--- src/rtl/regfile_wr_arbiter.sv ---
// Round-robin arbiter that merges the ALU (A) and load (B) result streams
// onto the single register-file write port, with a saturating conflict counter.
module regfile_wr_arbiter #(
  parameter int DATA_W = 32,
  parameter int ADDR_W = 5,
  parameter int CNT_W  = 16
) (
  input  logic              Clk,
  input  logic              Rst,
  input  logic              A_Valid,
  input  logic [ADDR_W-1:0] A_Addr,
  input  logic [DATA_W-1:0] A_Data,
  output logic              A_Ready,
  input  logic              B_Valid,
  input  logic [ADDR_W-1:0] B_Addr,
  input  logic [DATA_W-1:0] B_Data,
  output logic              B_Ready,
  output logic              Wr_En,
  output logic [ADDR_W-1:0] Wr_Addr,
  output logic [DATA_W-1:0] Wr_Data,
  output logic              Sel,
  output logic [CNT_W-1:0]  Conflict_Cnt
);

  typedef enum logic {LAST_A = 1'b0, LAST_B = 1'b1} last_t;

  localparam logic [CNT_W-1:0] CNT_ONE = {{(CNT_W-1){1'b0}}, 1'b1};

  last_t             r_last;
  logic              r_wr_en;
  logic [ADDR_W-1:0] r_wr_addr;
  logic [DATA_W-1:0] r_wr_data;
  logic              r_sel;
  logic [CNT_W-1:0]  r_cnt;

  logic w_grant_a;
  logic w_grant_b;
  logic w_conflict;

  // Whoever was served last yields on a tie; the reset value of LAST_B makes A win first.
  assign w_conflict = A_Valid & B_Valid;
  assign w_grant_a  = ~Rst & A_Valid & (~B_Valid | (r_last == LAST_B));
  assign w_grant_b  = ~Rst & B_Valid & (~A_Valid | (r_last == LAST_A));

  assign A_Ready      = w_grant_a;
  assign B_Ready      = w_grant_b;
  assign Wr_En        = r_wr_en;
  assign Wr_Addr      = r_wr_addr;
  assign Wr_Data      = r_wr_data;
  assign Sel          = r_sel;
  assign Conflict_Cnt = r_cnt;

  always_ff @(posedge Clk or posedge Rst) begin
    if (Rst) begin
      r_last    <= LAST_B;
      r_wr_en   <= 1'b0;
      r_wr_addr <= '0;
      r_wr_data <= '0;
      r_sel     <= 1'b0;
      r_cnt     <= '0;
    end else begin
      if (w_grant_a) begin
        r_last    <= LAST_A;
        r_wr_en   <= (A_Addr != '0);
        r_wr_addr <= A_Addr;
        r_wr_data <= A_Data;
        r_sel     <= 1'b0;
      end else if (w_grant_b) begin
        r_last    <= LAST_B;
        r_wr_en   <= (B_Addr != '0);
        r_wr_addr <= B_Addr;
        r_wr_data <= B_Data;
        r_sel     <= 1'b1;
      end else begin
        r_wr_en   <= 1'b0;
      end
      // Saturate rather than wrap so a long stall never reads as few conflicts.
      if (w_conflict && (r_cnt != '1)) begin
        r_cnt <= r_cnt + CNT_ONE;
      end
    end
  end

endmodule

--- config.mk ---
export PLATFORM = sky130hd
export DESIGN_NAME = regfile_wr_arbiter
export DESIGN_NICKNAME = d
export VERILOG_FILES = /design/src/rtl/regfile_wr_arbiter.sv
export SDC_FILE = /design/constraint.sdc
export NUM_CORES = 1
export LEC_CHECK = 0
export BUFFER_PORTS_ARGS = -buffer_cell sky130_fd_sc_hd__buf_4
export CAP_MARGIN = 25
export CORE_UTILIZATION = 45
export DETAILED_ROUTE_END_ITERATION = 6
export PLACE_DENSITY = 0.8
export RECOVER_POWER = 25
export SETUP_SLACK_MARGIN = 0.05
export SYNTH_ARGS = -nofsm -noshare
export SYNTH_HDL_FRONTEND = slang
export SYNTH_SLANG_ARGS = --single-unit
export TNS_END_PERCENT = 10
--- constraint.sdc ---
create_clock -name Clk -period 1.9 [get_ports Clk]
set_input_delay 0.19 -clock Clk [delete_from_list [all_inputs] [get_ports Clk]]
set_output_delay 0.19 -clock Clk [all_outputs]
set_load 0.01 [all_outputs]
==> impl_metrics.json, run 1 <==
{
  "multi_input_area_mm2": 0.00117,
  "overflow": 0,
  "port_buffers": 134,
  "post-route-util_pct": 70.9,
  "cts_tree": "done",
  "die_x_um": 78.6,
  "start_util_pct": 47.4,
  "antenna_left": 0,
  "clockBufferDepth": 2,
  "start_kind": "flip-flop",
  "final_max_slew_viol_count": 0,
  "area_delta_synth_final_pct": 49.5,
  "finClkSkew_ps": 5.84,
  "track_usage_pct": 22.2,
  "synth_area_leader_cell": "dfrtp_1",
  "clk_pin_slew_worst_paths_ps": 90,
  "synth_area_leaders": "dfrtp_1 (52%), mux2i_1 (13%), o21ai_0 (7.0%)",
  "cts_hold_buffers": 0,
  "dieHeight_um": 78.6,
  "reg2regPathDepth": 5,
  "synth_edf_count": 0,
  "drc_errors": 0,
  "status": "complete, no violations",
  "worstSkewPairLatency_ps": 300,
  "critPathLaunch": "r_last",
  "syn_nets": 328,
  "synth.cell_area_mm2": 0.00264,
  "finalSetupTns_ps": 0,
  "worstPathCellList": "inv_1, a211oi_4, buf_12, buf_4",
  "max_freq_mhz": 569,
  "cpMaxStageDelayCell": "dfstp_2",
  "worst_pin_slew_ps": 1340,
  "path_max_fanout": 10,
  "vias": 2384,
  "cp_data_required_time_ps": 1710,
  "cts.sinks": 56,
  "seqCellArea_mm2": 0.00140,
  "hold_viol": 0,
  "path_class": "reg2out",
  "synth_commonest_cells": "dfrtp_1 (55), nand2_1 (41), o21ai_0 (37)",
  "p_leak_nw": 1.92,
  "place.gp.congestion": 0.851,
  "synthFlopType": "dfrtp_1",
  "fin_cells": 460,
  "diodes": 0,
  "die-area_mm2": 0.00618,
  "dp.cells": 450,
  "yosysUniqueCellTypes": 33,
  "drive_above_1_share_pct": 41.5,
  "p_per_area_mw_per_mm2": 842,
  "vdd_drop_max_mv": 0.600,
  "whs_ps": 117,
  "nFillCells": 440,
  "grt_pass1_vias": 2321,
  "final_nets": 467,
  "grt_max_degree": 57,
  "post_dp_cell_area_mm2": 0.00376,
  "slew_headroom_pct": 10.8,
  "cp-endpoint": "A_Ready",
  "setup_viol": 0,
  "rsz0062_at_grt": "yes",
  "synthArstFlopShare_pct": 100,
  "reg2reg_slack_ps": 160,
  "hpwl_mm": 4.89,
  "ios": 135,
  "avgSynthCellArea_um2": 10.6,
  "cp_slowest_stage_delay_ps": 560,
  "htreeDepth": 2,
  "clockRootBuffer": "clkbuf_8",
  "yosys_warnings": 0,
  "worstPathArrival_ps": 1570,
  "rr_startpoint": "r_last",
  "placementRows": 27,
  "grt_pass1_wl_mm": 10.6,
  "setup_slack_ps": 142,
  "yosys.cell_count.top_type": "dfrtp_1",
  "netlist_instances": 249,
  "finalCritPeriodShare_pct": 92.5,
  "antenna_found_initial": 0,
  "totalWireLength_mm": 6.82,
  "routedWlPerCell_um": 14.8,
  "coreArea_mm2": 0.00557,
  "synth-seq-cells": 56,
  "firstDrtPassIters": 5,
  "hold_class": "in2reg",
  "synth_top_area_share_pct": 52.1,
  "stdcell_area_mm2": 0.00395,
  "yosysSeqAreaShare_pct": 53.1,
  "fin_crit_ps": 1760,
  "dpl_worst_slack_ps": 156,
  "critPathCaptureType": "output pin",
  "first_iter_violations": 130,
  "cts_buffers": 5,
  "vias_per_cell": 5.18,
  "r2r-end": "Wr_Data[23]",
  "cap_violations": 0,
  "finalPower_mw": 3.33
}
power breakdown:
group	leakage [nW]	switching [mW]	total, mW	internal [mW]
sequential	0.692	0.152	1.53	1.38
clock	0.0642	0.353	0.872	0.519
combinational	1.17	0.417	0.922	0.505
critical path: cells and delay by family (launching register included):
kind	cells	cell delay, ps
AOI/OAI and AO/OA	1	320
buffers and inverters	3	400
DFF	1	560
how the worst min path moves through the flow:
stage / start / to / depth (start not counted)
2_1_floorplan: Rst / Conflict_Cnt[0] / 1
5_1_grt: B_Addr[3] / Wr_Addr[3] / 3
6_report: B_Addr[2] / Wr_Addr[2] / 3
3_3_place_gp: B_Addr[3] / Wr_Addr[3] / 3
4_1_cts: B_Addr[3] / Wr_Addr[3] / 3
3_5_place_dp: B_Addr[3] / Wr_Addr[3] / 3
cell type report:
type	instances	area share (%)
Timing Repair Buffer	143	28.4
Multi-Input combinational cell	173	29.6
Clock buffer	5	1.74
Tap cell	72	2.28
Sequential cell	56	35.5
Clock inverter	2	1.52
Inverter	9	0.887
logic make-up after synthesis:
| group | synth area share, % |
|---|---|
| muxes | 14.2 |
| buffers and inverters | 3.31 |
| adders and majority gates | 0.473 |
| AOI/OAI and AO/OA | 11.5 |
| xor gates and xnor gates | 3.65 |
| DFF | 53.1 |
| and+or+nand+nor | 13.8 |
state kept, by name (all words and copies together) (netlist names):
signal and flops:
Wr_Data 32, Conflict_Cnt 16, Wr_Addr 5, Sel 1, Wr_En 1, r_last 1
per-layer routing:
metal	up-vias	global-route usage [%]	share of wire, %
met3	10	4.65	7.9
met2	98	39.6	50
met1	1115	26.6	41
li1	1161	-	-
met4	0	6.48	1.5
met5	-	0	0
what timing repair did:
item | CTS | global route
cloned | 1 | 1
resized for setup | 0 | 1
endpoints found under the setup margin | 1 | 5
buffers inserted | 0 | 1
pin swaps | 0 | 1
cells in the final DEF (no fill, tap or decap), types with 2 or more instances in the layout:
cell type / synthesis / layout
a21oi_1: 4 / 4
a222oi_1: 4 / 4
and3_1: 3 / 3
and4_1: 3 / 3
buf_4: 3 / 138
bufinv_16: 0 / 2
clkbuf_8: 0 / 5
dfrtp_1: 55 / 54
inv_1: 9 / 8
mux2_2: 3 / 3
mux2i_1: 34 / 34
nand2_1: 41 / 41
nand2b_1: 2 / 2
nand3_1: 5 / 5
nand4_1: 5 / 5
nor2_1: 3 / 3
nor3_1: 3 / 3
o211ai_1: 2 / 2
o21ai_0: 37 / 37
or4_1: 2 / 2
xnor2_1: 4 / 4
xor2_1: 7 / 7
Power figures use the tool's default switching activity.
==> inputs of run 2 (changes only) <==
BUFFER_PORTS_ARGS = unset   (was -buffer_cell sky130_fd_sc_hd__buf_4)
CORE_UTILIZATION = 50   (was 45)
DONT_BUFFER_PORTS = 1   (was unset)
PLACE_DENSITY = 0.66   (was 0.8)
==> impl_metrics.json, run 2 (synthesis gave the netlist of run 1 again) <==
{
  "coreArea_mm2": 0.00511,
  "finalSetupTns_ps": 0,
  "min_from": "B_Addr[3]",
  "rsz0062_at_grt": "no",
  "final_nets": 336,
  "first_iter_violations": 79,
  "start_kind": "flip-flop",
  "busiest_layer": "met2",
  "die-area_mm2": 0.00558,
  "cpMaxStageDelayCell": "dfstp_2",
  "worstSkewPairLatency_ps": 300,
  "worstPathCellList": "inv_1, a211oi_4, buf_12, mux2i_1, o21ai_0",
  "setup_viol": 0,
  "status": "complete, no violations",
  "antenna_found_initial": 0,
  "place.gp.congestion": 0.781,
  "totalWireLength_mm": 5.50,
  "worstPathArrival_ps": 1880,
  "hpwl_mm": 4.02,
  "clockBufferDepth": 2,
  "cts_hold_buffers": 0,
  "hold_class": "in2reg",
  "use_met3_pct": 5.09,
  "finalCritPeriodShare_pct": 89.2,
  "antenna_left": 0,
  "cts_buffers": 5,
  "critPathBufInv": 2,
  "clockRootBuffer": "clkbuf_8",
  "diodes": 0,
  "hold_viol": 0,
  "whs_ps": 12.6,
  "use_met1_pct": 22.4,
  "cts.sinks": 56,
  "dp.cells": 320,
  "final_max_slew_viol_count": 0,
  "port_buffers": 0,
  "vias_per_cell": 5.66,
  "drc_errors": 0,
  "post_cts_buffers": 0,
  "crit_family": "flip-flops",
  "cts_tree": "done",
  "post-route-util_pct": 56.8,
  "ios": 135,
  "nFillCells": 459,
  "largest_reg_flops": 32,
  "routedWlPerCell_um": 16.8,
  "layout_commonest_cell": "dfrtp_1",
  "firstDrtPassIters": 6,
  "clk_pin_slew_worst_paths_ps": 90,
  "grt_max_degree": 57,
  "dieHeight_um": 74.7,
  "vias": 1855,
  "start_util_pct": 51.7,
  "slew_headroom_pct": 9.91,
  "area_delta_synth_final_pct": 9.71,
  "ctsResizeCount": 0,
  "critPathCaptureType": "flip-flop",
  "worst_pin_slew_ps": 1350,
  "overflow": 0,
  "path_class": "reg2reg",
  "cp_slowest_stage_delay_ps": 550,
  "final_cell_mix": "dfrtp_1 (55), nand2_1 (41), o21ai_0 (37), mux2i_1 (34), buf_4 (9)",
  "path_max_fanout": 37,
  "finClkSkew_ps": 3.88,
  "fin_cells": 328,
  "fin_crit_ps": 1690,
  "rr_startpoint": "r_last",
  "drive_above_1_share_pct": 11.2,
  "die_x_um": 74.7,
  "vdd_drop_max_mv": 0.513,
  "grt_pass1_wl_mm": 7.89,
  "cap_violations": 0,
  "grt_pass1_vias": 1668,
  "critPathLaunch": "r_last",
  "cp_data_required_time_ps": 2090,
  "placementRows": 26,
  "htreeDepth": 2,
  "max_freq_mhz": 590,
  "track_usage_pct": 18.9,
  "p_per_area_mw_per_mm2": 946,
  "use_met2_pct": 32.1,
  "p_leak_nw": 1.26
}
-- run 2: changes by cell type in the layout (fill, tap and decap cells not counted), sizes merged --
cell    change
buf       -128
bufinv      -2
bufbuf      -1
clkbuf      +1
-- run 2: cell type report --
type                       instances  area, um^2  share of cell area (%)
inverter                           9        35.0                    1.21
tap                               70        87.6                    3.02
clock buffer                       8        90.1                    3.11
multi-input combinational        173        1170                    40.4
timing repair buffer              12         113                    3.88
sequential                        56        1400                    48.4
-- run 2: final timing paths --
path,end,slack [ps],depth (start not counted)
min reg2reg,Conflict_Cnt[6],510,1
min,Wr_Addr[3],10,2
max,Wr_Addr[4],210,5
max in group asynchronous,Wr_Addr[3],790,2
max reg2reg,Wr_Addr[4],210,5
min in group asynchronous,Wr_Data[25],310,2
-- run 2: stage by stage --
step | cell area, um^2 | power, mW | worst slack, ps
floorplan | 2650 | 1.93 | 65.7
global placement | 2810 | 2.10 | 253
detailed placement | 2810 | 2.13 | 207
CTS | 2900 | 2.79 | 176
global route | 2900 | 2.91 | 116
finish | 2900 | 2.74 | 206
-- run 2: routing by layer --
layer	vias to the layer above	share of wire [%]	wire length [um]
met5	-	0	0
li1	894	-	-
met4	0	1.4	79
met2	90	51	2780
met3	10	8.4	463
met1	861	40	2180
-- run 2: power by group --
part	internal [mW]	switching, mW
Combinational	0.220	0.266
Clock	0.298	0.356
Sequential	1.38	0.221
==> inputs of run 3 (changes only) <==
==> constraint.sdc (replaced) <==
create_clock -name Clk -period 1.9 [get_ports Clk]
set_input_delay 0.57 -clock Clk [delete_from_list [all_inputs] [get_ports Clk]]
set_output_delay 0.57 -clock Clk [all_outputs]
set_load 0.01 [all_outputs]
==> impl_metrics.json, run 3 (synthesis gave the netlist of run 1 again) <==
{
  "status": "complete, no violations",
  "critPathCaptureType": "output pin",
  "final_nets": 342,
  "cts_tree": "done",
  "dieHeight_um": 74.7,
  "cts_hold_buffers": 0,
  "final_max_slew_viol_count": 0,
  "final_cell_mix": "dfrtp_1 (55), nand2_1 (41), o21ai_0 (36), mux2i_1 (34), buf_4 (13)",
  "p_per_area_mw_per_mm2": 929,
  "drc_errors": 0,
  "diodes": 0,
  "placementRows": 26,
  "routedWlPerCell_um": 16.9,
  "hpwl_mm": 3.99,
  "worstSkewPairLatency_ps": 290,
  "path_max_fanout": 8,
  "clockBufferDepth": 2,
  "worst_pin_slew_ps": 1330,
  "track_usage_pct": 19.7,
  "nFillCells": 463,
  "vias_per_cell": 5.66,
  "cp_slowest_stage_delay_ps": 550,
  "grt_pass1_vias": 1798,
  "p_leak_nw": 1.31,
  "worstPathCellList": "inv_2, a211oi_4, buf_12",
  "setup_viol": 0,
  "die_x_um": 74.7,
  "cp_data_required_time_ps": 1330,
  "multi_input_area_mm2": 0.00117,
  "finalSetupTns_ps": 0,
  "fin_crit_ps": 1890,
  "firstDrtPassIters": 4,
  "first_iter_violations": 116,
  "antenna_found_initial": 0,
  "max_freq_mhz": 529,
  "grt_pass1_wl_mm": 8.18,
  "cts_buffers": 5,
  "place.gp.congestion": 0.781,
  "ios": 135,
  "finalCritPeriodShare_pct": 99.4,
  "finalPower_mw": 2.79,
  "slew_headroom_pct": 11.0,
  "cap_violations": 0,
  "clk_pin_slew_worst_paths_ps": 90,
  "totalWireLength_mm": 5.64,
  "start_util_pct": 51.7,
  "seqCellArea_mm2": 0.00140,
  "port_buffers": 0,
  "overflow": 0,
  "die-area_mm2": 0.00558,
  "critPathBufInv": 2,
  "cts.sinks": 56,
  "rsz0062_at_grt": "yes",
  "hold_viol": 0,
  "clockRootBuffer": "clkbuf_8",
  "start_kind": "flip-flop",
  "vdd_drop_max_mv": 0.595,
  "cpMaxStageDelayCell": "dfstp_2",
  "largest_reg_flops": 32,
  "htreeDepth": 2,
  "worstPathArrival_ps": 1320,
  "vias": 1890,
  "layout_commonest_cell": "dfrtp_1",
  "crit_family": "flip-flops",
  "grt_max_degree": 61,
  "coreArea_mm2": 0.00511,
  "path_class": "reg2out",
  "post-route-util_pct": 58.7,
  "finClkSkew_ps": 3.00,
  "hold_class": "in2reg",
  "antenna_left": 0,
  "area_delta_synth_final_pct": 13.5,
  "reg2reg_slack_ps": 100,
  "drive_above_1_share_pct": 14.0
}
[run 3: path summary, 6_finish.rpt]
kind,depth (start not counted),start,end
min in group asynchronous,2,Rst,Sel
max in group asynchronous,2,Rst,Conflict_Cnt[4]
hold / removal,2,B_Addr[2],Wr_Addr[2]
setup / recovery,3,r_last,A_Ready
setup reg to reg,7,r_last,Wr_Data[21]
hold reg to reg,2,Wr_Data[25],Wr_Data[25]
[run 3: area by class of cell]
| cell class | instances | area share, % |
|---|---|---|
| Tap cell | 70 | 2.92 |
| Clock buffer | 8 | 3.34 |
| Sequential cell | 56 | 46.8 |
| Timing Repair Buffer | 18 | 6.76 |
| Multi-Input combinational cell | 173 | 39.0 |
| Inverter | 9 | 1.17 |
[run 3: power by group]
group	internal, mW	switching, mW
Sequential	1.38	0.241
Clock	0.333	0.346
Combinational	0.234	0.254
[run 3: what timing repair did]
item,CTS,global route
gates resized for setup,1,2
pin swaps,1,0
endpoints found under the setup margin,1,8
gates cloned,2,0
setup buffers,3,0
[run 3: routing by layer]
metal | routed length (um) | track usage (%) | part of all wire, % | vias up
met5 | 0 | 0 | 0 | -
met4 | 51 | 6.29 | 0.90 | 0
met3 | 543 | 5.76 | 9.6 | 5
met2 | 2900 | 35.0 | 52 | 90
met1 | 2140 | 22.7 | 38 | 881
li1 | - | - | - | 914
[run 3: worst register-to-register path, stage by stage (launching register included)]
cell and delay [ps]:
dfstp_2 550, inv_2 40, a211oi_4 250, buf_4 170
buf_4 130, buf_4 210, mux2i_1 240, o21ai_0 100
[run 3: stage by stage]
stage / hold slack (ps) / cell area [um^2] / worst slack, ps / std cells
2_1_floorplan: 486 / 2680 / -185 / 249
3_3_place_gp: 513 / 2820 / 195 / 321
3_5_place_dp: 506 / 2820 / 164 / 321
4_1_cts: 385 / 3010 / -2.19 / 334
5_1_grt: 402 / 3000 / -31.8 / 334
6_report: 397 / 3000 / 11.1 / 334
